## config.mk

```make
export PLATFORM = sky130hd
export DESIGN_NAME = frame_builder
export DESIGN_NICKNAME = d
export VERILOG_FILES = /design/src/rtl/frame_pkg.sv /design/src/rtl/crc8_update.sv /design/src/rtl/frame_builder.sv
export SDC_FILE = /design/constraint.sdc
export NUM_CORES = 1
export LEC_CHECK = 0
export BUFFER_PORTS_ARGS = -buffer_cell sky130_fd_sc_hd__buf_4
export CORE_UTILIZATION = 35
export CTS_BUF_LIST = sky130_fd_sc_hd__clkbuf_8
export CTS_CLUSTER_SIZE = 40
export DETAILED_ROUTE_END_ITERATION = 7
export GPL_TIMING_DRIVEN = 0
export PLACE_DENSITY = 0.66
export REMOVE_ABC_BUFFERS = 1
export SLEW_MARGIN = 20
export SYNTH_ARGS = -nofsm -noshare
export SYNTH_HDL_FRONTEND = slang
export SYNTH_HIERARCHICAL = 1
export SYNTH_SLANG_ARGS = --single-unit
```

## constraint.sdc

```tcl
create_clock -name clk -period 3.7 [get_ports clk]
set_clock_uncertainty 0.2 [all_clocks]
set_input_delay 0.74 -clock clk [delete_from_list [all_inputs] [get_ports clk]]
set_output_delay 0.74 -clock clk [all_outputs]
set_load 0.01 [all_outputs]
```

## src/rtl/frame_pkg.sv

```systemverilog
// -----------------------------------------------------------------------------
// frame_pkg
// Shared definitions for the host/device framing blocks: start-of-frame
// markers, response status codes, CRC-8 polynomial, the response builder
// state enum, the captured-request payload struct and a length clamp helper.
// No ports (package).
// -----------------------------------------------------------------------------
package frame_pkg;

  localparam logic [7:0] SOF_HOST_TO_DEVICE = 8'hAA;
  localparam logic [7:0] SOF_DEVICE_TO_HOST = 8'h55;

  localparam logic [7:0] STATUS_OK        = 8'h00;
  localparam logic [7:0] STATUS_CRC_ERR   = 8'h01;
  localparam logic [7:0] STATUS_CMD_INV   = 8'h02;
  localparam logic [7:0] STATUS_LEN_RANGE = 8'h03;
  localparam logic [7:0] STATUS_TIMEOUT   = 8'h04;

  localparam logic [7:0] CRC8_POLY = 8'h07;

  typedef enum logic [2:0] {
    ST_IDLE,
    ST_SOF,
    ST_STATUS,
    ST_CMD,
    ST_ADDR,
    ST_DATA,
    ST_CRC,
    ST_DONE
  } builder_state_t;

  // Response fields latched when a build request is accepted.
  typedef struct packed {
    logic [7:0]  status;
    logic [7:0]  cmd;
    logic        has_addr;
    logic [31:0] addr;
    logic [6:0]  len;
  } resp_req_t;

  // Limit a requested payload length to what the data buffer can supply.
  function automatic logic [6:0] clamp_len(input logic [6:0] len,
                                           input int unsigned max_len);
    if (32'(len) > max_len) return 7'(max_len);
    return len;
  endfunction

endpackage

```

## src/rtl/crc8_update.sv

```systemverilog
// -----------------------------------------------------------------------------
// crc8_update
// Combinational single-byte CRC-8 step (poly CRC8_POLY, MSB first, no
// reflection, no final XOR). Shared by the frame parser and builder.
// Ports:
//   crc_in   [7:0] in   running CRC before this byte
//   data_in  [7:0] in   byte being folded in
//   crc_out  [7:0] out  running CRC after this byte
// -----------------------------------------------------------------------------
module crc8_update
  import frame_pkg::*;
(
  input  logic [7:0] crc_in,
  input  logic [7:0] data_in,
  output logic [7:0] crc_out
);

  logic [7:0] c;

  always_comb begin
    c = crc_in ^ data_in;
    for (int i = 0; i < 8; i++) begin
      if (c[7]) c = {c[6:0], 1'b0} ^ CRC8_POLY;
      else      c = {c[6:0], 1'b0};
    end
    crc_out = c;
  end

endmodule

```

## src/rtl/frame_builder.sv

```systemverilog
// -----------------------------------------------------------------------------
// frame_builder
// Serialises one device-to-host response frame into a TX FIFO:
//   SOF(0x55) STATUS CMD [ADDR0..ADDR3] [DATA x len] CRC8
// CRC covers STATUS through the last DATA byte.
// Optional feature macro: FRAME_BUILDER_TIMEOUT_EN -- aborts a frame after
// TIMEOUT_CYCLES consecutive FIFO-full cycles and pulses build_error.
// Ports:
//   clk, rst            clock, synchronous active-high reset
//   build_start         one-cycle request, accepted only when idle
//   resp_status/cmd     status and echoed command bytes
//   resp_has_addr/addr  optional 32-bit address, sent little-endian
//   resp_data_len       payload length (clamped to MAX_DATA_BYTES)
//   data_rd_addr/data   payload buffer read port (combinational read data)
//   tx_fifo_data/wr_en  FIFO write port, tx_fifo_full back-pressure
//   build_busy          frame in progress
//   build_done          pulse, frame fully written
//   build_error         pulse, frame aborted (timeout build only)
// -----------------------------------------------------------------------------
module frame_builder
  import frame_pkg::*;
#(
  parameter int unsigned MAX_DATA_BYTES = 64,
  parameter int unsigned TIMEOUT_CYCLES = 100000
) (
  input  logic        clk,
  input  logic        rst,
  input  logic        build_start,
  input  logic [7:0]  resp_status,
  input  logic [7:0]  resp_cmd,
  input  logic        resp_has_addr,
  input  logic [31:0] resp_addr,
  input  logic [6:0]  resp_data_len,
  output logic [5:0]  data_rd_addr,
  input  logic [7:0]  data_rd_data,
  output logic [7:0]  tx_fifo_data,
  output logic        tx_fifo_wr_en,
  input  logic        tx_fifo_full,
  output logic        build_busy,
  output logic        build_done,
  output logic        build_error
);

  builder_state_t state;
  resp_req_t      req;
  logic [6:0]     idx;
  logic [7:0]     crc;
  logic [7:0]     crc_next;
  logic [7:0]     cur_byte;
  logic           in_write;
  logic           wr;

  // Byte presented by the current state and whether that state emits one.
  always_comb begin
    cur_byte = 8'h00;
    in_write = 1'b0;
    case (state)
      ST_SOF:    begin cur_byte = SOF_DEVICE_TO_HOST; in_write = 1'b1; end
      ST_STATUS: begin cur_byte = req.status;         in_write = 1'b1; end
      ST_CMD:    begin cur_byte = req.cmd;            in_write = 1'b1; end
      ST_ADDR: begin
        in_write = 1'b1;
        case (idx[1:0])
          2'd0:    cur_byte = req.addr[7:0];
          2'd1:    cur_byte = req.addr[15:8];
          2'd2:    cur_byte = req.addr[23:16];
          default: cur_byte = req.addr[31:24];
        endcase
      end
      ST_DATA:   begin cur_byte = data_rd_data;       in_write = 1'b1; end
      ST_CRC:    begin cur_byte = crc;                in_write = 1'b1; end
      default:   ;
    endcase
  end

  // The write strobe must react to full in the same cycle, so the FIFO port
  // is decoded from registered state; reset masks it immediately.
  assign wr            = in_write && !tx_fifo_full && !rst;
  assign tx_fifo_wr_en = wr;
  assign tx_fifo_data  = wr ? cur_byte : 8'h00;
  assign data_rd_addr  = (state == ST_DATA && !rst) ? idx[5:0] : 6'd0;

  crc8_update u_crc (
    .crc_in  (crc),
    .data_in (cur_byte),
    .crc_out (crc_next)
  );

`ifdef FRAME_BUILDER_TIMEOUT_EN
  localparam int unsigned STALL_W = $clog2(TIMEOUT_CYCLES + 1);
  logic [STALL_W-1:0] stall_cnt;
  logic               error_q;
  assign build_error = error_q;
`else
  assign build_error = 1'b0;
`endif

  // Builder FSM; every transition out of a byte state waits for a write.
  always_ff @(posedge clk) begin
    if (rst) begin
      state      <= ST_IDLE;
      req        <= '0;
      idx        <= 7'd0;
      crc        <= 8'h00;
      build_busy <= 1'b0;
      build_done <= 1'b0;
`ifdef FRAME_BUILDER_TIMEOUT_EN
      stall_cnt  <= '0;
      error_q    <= 1'b0;
`endif
    end else begin
      build_done <= 1'b0;
      case (state)
        ST_IDLE: begin
          if (build_start) begin
            req.status   <= resp_status;
            req.cmd      <= resp_cmd;
            req.has_addr <= resp_has_addr;
            req.addr     <= resp_addr;
            req.len      <= clamp_len(resp_data_len, MAX_DATA_BYTES);
            idx          <= 7'd0;
            crc          <= 8'h00;
            build_busy   <= 1'b1;
            state        <= ST_SOF;
          end
        end
        ST_SOF: if (wr) state <= ST_STATUS;
        ST_STATUS: begin
          if (wr) begin
            crc   <= crc_next;
            state <= ST_CMD;
          end
        end
        ST_CMD: begin
          if (wr) begin
            crc <= crc_next;
            idx <= 7'd0;
            if (req.has_addr)          state <= ST_ADDR;
            else if (req.len != 7'd0)  state <= ST_DATA;
            else                       state <= ST_CRC;
          end
        end
        ST_ADDR: begin
          if (wr) begin
            crc <= crc_next;
            if (idx == 7'd3) begin
              idx   <= 7'd0;
              state <= (req.len != 7'd0) ? ST_DATA : ST_CRC;
            end else begin
              idx <= idx + 7'd1;
            end
          end
        end
        ST_DATA: begin
          if (wr) begin
            crc <= crc_next;
            if (idx == req.len - 7'd1) begin
              idx   <= 7'd0;
              state <= ST_CRC;
            end else begin
              idx <= idx + 7'd1;
            end
          end
        end
        ST_CRC: begin
          if (wr) begin
            build_done <= 1'b1;
            build_busy <= 1'b0;
            state      <= ST_DONE;
          end
        end
        ST_DONE: state <= ST_IDLE;
        default: state <= ST_IDLE;
      endcase
`ifdef FRAME_BUILDER_TIMEOUT_EN
      // Consecutive back-pressure cycles; the abort overrides the FSM above.
      error_q <= 1'b0;
      if (in_write) begin
        if (wr) begin
          stall_cnt <= '0;
        end else if (stall_cnt == STALL_W'(TIMEOUT_CYCLES - 1)) begin
          stall_cnt  <= '0;
          error_q    <= 1'b1;
          build_busy <= 1'b0;
          idx        <= 7'd0;
          crc        <= 8'h00;
          state      <= ST_IDLE;
        end else begin
          stall_cnt <= stall_cnt + STALL_W'(1);
        end
      end else begin
        stall_cnt <= '0;
      end
`endif
    end
  end

endmodule

```

==> key figures <==
Power and ir drop
  – Flop pwr share: a little over two fifths
  – Comb pwr share: between 20 and 30%
  – Static Leakage: between 1.5 and 2 nW
  – Final total power: between 2 and 2.5 mW
  – Clock Power Share: ~31%
  – Sw Share: a little under a third
  – Psw: 678 µW
  – VDD IR max: around 180 µV
  – Internal power: around 1.5 mW
  – Pwr/cell area: approximately 450 nW/µm²

Yosys
  – Yosys top cell area share: between 30 and 40%
  – Warnings, synthesis: 6
  – FF+latch count, synth: 76
  – Cells after synthesis: around 500
  – Most frequent cells after synthesis: nand2_1 (115), dfxtp_1 (76), a21oi_1 (72), nor2_1 (36), xnor2_1 (22)
  – Distinct cell type count after synthesis: 48
  – Top area cells in the synthesized netlist: dfxtp_1 (39%), nand2_1 (11%), a21oi_1 (9.2%)
  – Sequential share of the synthesized area: around two fifths
  – Number of synthesized flops with an enable pin: 0
  – Async set-reset flop share out of synthesis: 0%
  – Average size of a mapped cell: 7.83 µm²
  – Synth Cell Area: 3920 µm²
  – Count leader, synth: nand2_1
  – Dominant synthesized flop cell: dfxtp_1
  – Largest area contributor in the netlist: dfxtp_1

Cells and area
  – Layout cell share with drive strength beyond 1: 21.5%
  – Nets@finish: 636
  – Fin cells: ~710
  – Antenna cell count: 0
  – Fillers: approximately 1,100
  – Syn-to-layout area delta: 23.8%
  – Core Util, Final: roughly 45%

Setup path
  – Startpoint types: register
  – CP most frequent cell: nor2_1
  – Buf/Inv on CP: 2
  – Critical Path Max Stage Delay: approximately 0.45 ns
  – Crit path max-delay family: compound AO/OA/AOI/OAI gates
  – Required @ worst endpoint: approximately 2.8 ns
  – Reg2Reg Setup Slack: 0.49 ns
  – CP max-delay cell: dfxtp_1
  – Worst setup EP type: output port
  – Data arrival, critical path: roughly 2.6 ns
  – Crit path cell chain: inv_1, ha_1, a222oi_1, nor2_1, a21oi_1, nor2_1, a211o_1, and2_1, buf_4
  – WS Path Type: register to output port
  – Worst-path fanout max: 8

STA
  – PnR worst setup slack: approximately 0.18 ns
  – Tmin final: between 3 and 4 ns
  – RSZ-0062 raised after global routing: no
  – Slew Viols, Final: 0
  – Final Hold Fails: 0
  – Tcrit/Tclk final: about 95%
  – Worst-Margin Slew: a little under 0.9 ns
  – Final setup viols: 0
  – Max Freq: 284 MHz
  – Worst slew margin: roughly 42%
  – Worst hold slack: 0.254 ns

Clock network
  – CTS clk-pin slew, worst paths: around 0.080 ns
  – # Post-CTS Setup Buffers: 0
  – CTS tree: built
  – Max Root-Sink Buffers: 2
  – CTS Sinks: 76
  – TritonCTS Buffers: 9
  – Htree depth: 3
  – Hold_buf cts: 0
  – Clk_lat worst skew: 0.36 ns
  – Clk root buf: clkbuf_8

Die
  – Floorplan Core Area: 10,900 µm²
  – I/O pins: 86
  – Die H: 108 µm
  – Initial Util: about 36%
  – Rows: 38
  – Die area: 11,600 µm²
  – DIE WIDTH: roughly 110 µm

Detailed routing
  – Vias per std cell: approximately 5.2
  – ANT nets after route: 0
  – Iteration-0 DRC Markers: 202
  – Routed length per placed instance: ~14 µm
  – Final WL: just over 10,000 µm
  – Vias: roughly 3,700
  – DRC violations left: 0
  – 1st-pass router iterations: 6

Global routing
  – Grt ovf: 0
  – Vias in the first global route: 3,522
  – Total GRT Usage: between 10% and 20%
  – Initial antenna violation count: 0
  – First-pass GRT wire length: about 17,000 µm
  – Pin count of the biggest net entering global routing: between 80 and 90

Min path
  – Class of the worst hold path: register to register

Outcome
  – Status: complete, no violations

Job
  – Max-cap violations: 0

Place
  – Dpl ws: slightly above 0.4 ns
  – Hpwl dp: 7200 µm
  – GPL Wtd Cong: 0.804
  – Port bufs: 84
  – Post-Place Cells: ~690
[power by group through the flow]
stage / sequential (mW) / clock, mW / combinational, mW
2_1_floorplan: 0.945 / 0 / 0.374
3_3_place_gp: 0.958 / 0 / 0.533
3_5_place_dp: 0.961 / 0 / 0.563
4_1_cts: 0.942 / 0.702 / 0.566
5_1_grt: 0.952 / 0.742 / 0.629
6_report: 0.943 / 0.688 / 0.565
[flip-flops by register name (all words and copies together) (netlist names)]
signal,count
crc,8
req,56
state,3
build_busy,1
idx,7
build_done,1
[worst paths after layout]
path / from / to / depth (start not counted)
worst max-delay path: idx[0] / tx_fifo_data[4] / 9
worst min-delay path: req[49] / req[49] / 2
worst max register to register: idx[0] / crc[4] / 12
worst min register to register: req[49] / req[49] / 2
[metal layers]
metal / share of wire, % / global-route usage (%) / up-vias
met5: 0 / 0 / -
met2: 47 / 29.9 / 83
met3: 3.8 / 2.66 / 26
li1: - / - / 1853
met1: 46 / 23.9 / 1690
met4: 3.3 / 9.69 / 0
[cells in the final DEF, fill, tap and decap left out, drive strengths merged, types with 8 or more instances in the layout]
| cell | netlist | layout |
|---|---|---|
| a211oi | 9 | 9 |
| a21oi | 72 | 72 |
| a222oi | 8 | 8 |
| a22oi | 16 | 16 |
| and2 | 13 | 13 |
| buf | 15 | 86 |
| clkbuf | 21 | 9 |
| dfxtp | 76 | 76 |
| nand2 | 115 | 115 |
| nand3b | 9 | 9 |
| nor2 | 36 | 36 |
| xnor2 | 22 | 22 |
| xor2 | 13 | 13 |
[cells by family (layout without fill, tap and decap cells)]
group | count (synthesis) | after routing | synth area share [%]
AO/OA/AOI/OAI | 135 | 135 | 22.2
XOR/XNOR | 35 | 35 | 7.81
adder cells (fa/ha/maj) | 6 | 6 | 1.91
buffers and inverters | 42 | 108 | 4.62
flip-flops | 76 | 76 | 38.8
multiplexers | 7 | 7 | 1.95
other | 1 | 1 | 0.0956
AND/OR/NAND/NOR | 199 | 199 | 22.6
[through the flow]
| stage | cell area [µm²] | setup TNS [ns] |
|---|---|---|
| 3_5_place_dp | 4630 | 0 |
| 4_1_cts | 4850 | 0 |
| 3_3_place_gp | 4570 | -58.53 |
| 5_1_grt | 4860 | 0 |
| 2_1_floorplan | 3760 | -2.07 |
| 6_report | 4860 | 0 |
[worst min-delay path: stages, from the launching register on]
cell and delay [ns]:
dfxtp_1 0.31, nand2_1 0.05, a21oi_1 0.05
[what timing repair did]
action	4_1_cts	5_1_grt
setup endpoints to repair	0	12
hold endpoints to repair	0	0
gates resized for setup	0	4
[layout make-up]
class / count / area, µm² / share of cell area, %
repair buffers: 86 / 678 / 14.0
well taps: 140 / 175 / 3.61
clock inverters: 7 / 92.6 / 1.91
flip-flops and latches: 76 / 1520 / 31.4
clock buffers: 9 / 124 / 2.55
multi-input cells: 383 / 2240 / 46.1
inverters: 6 / 22.5 / 0.464
Note: power is estimated with default switching activity, not from simulation.
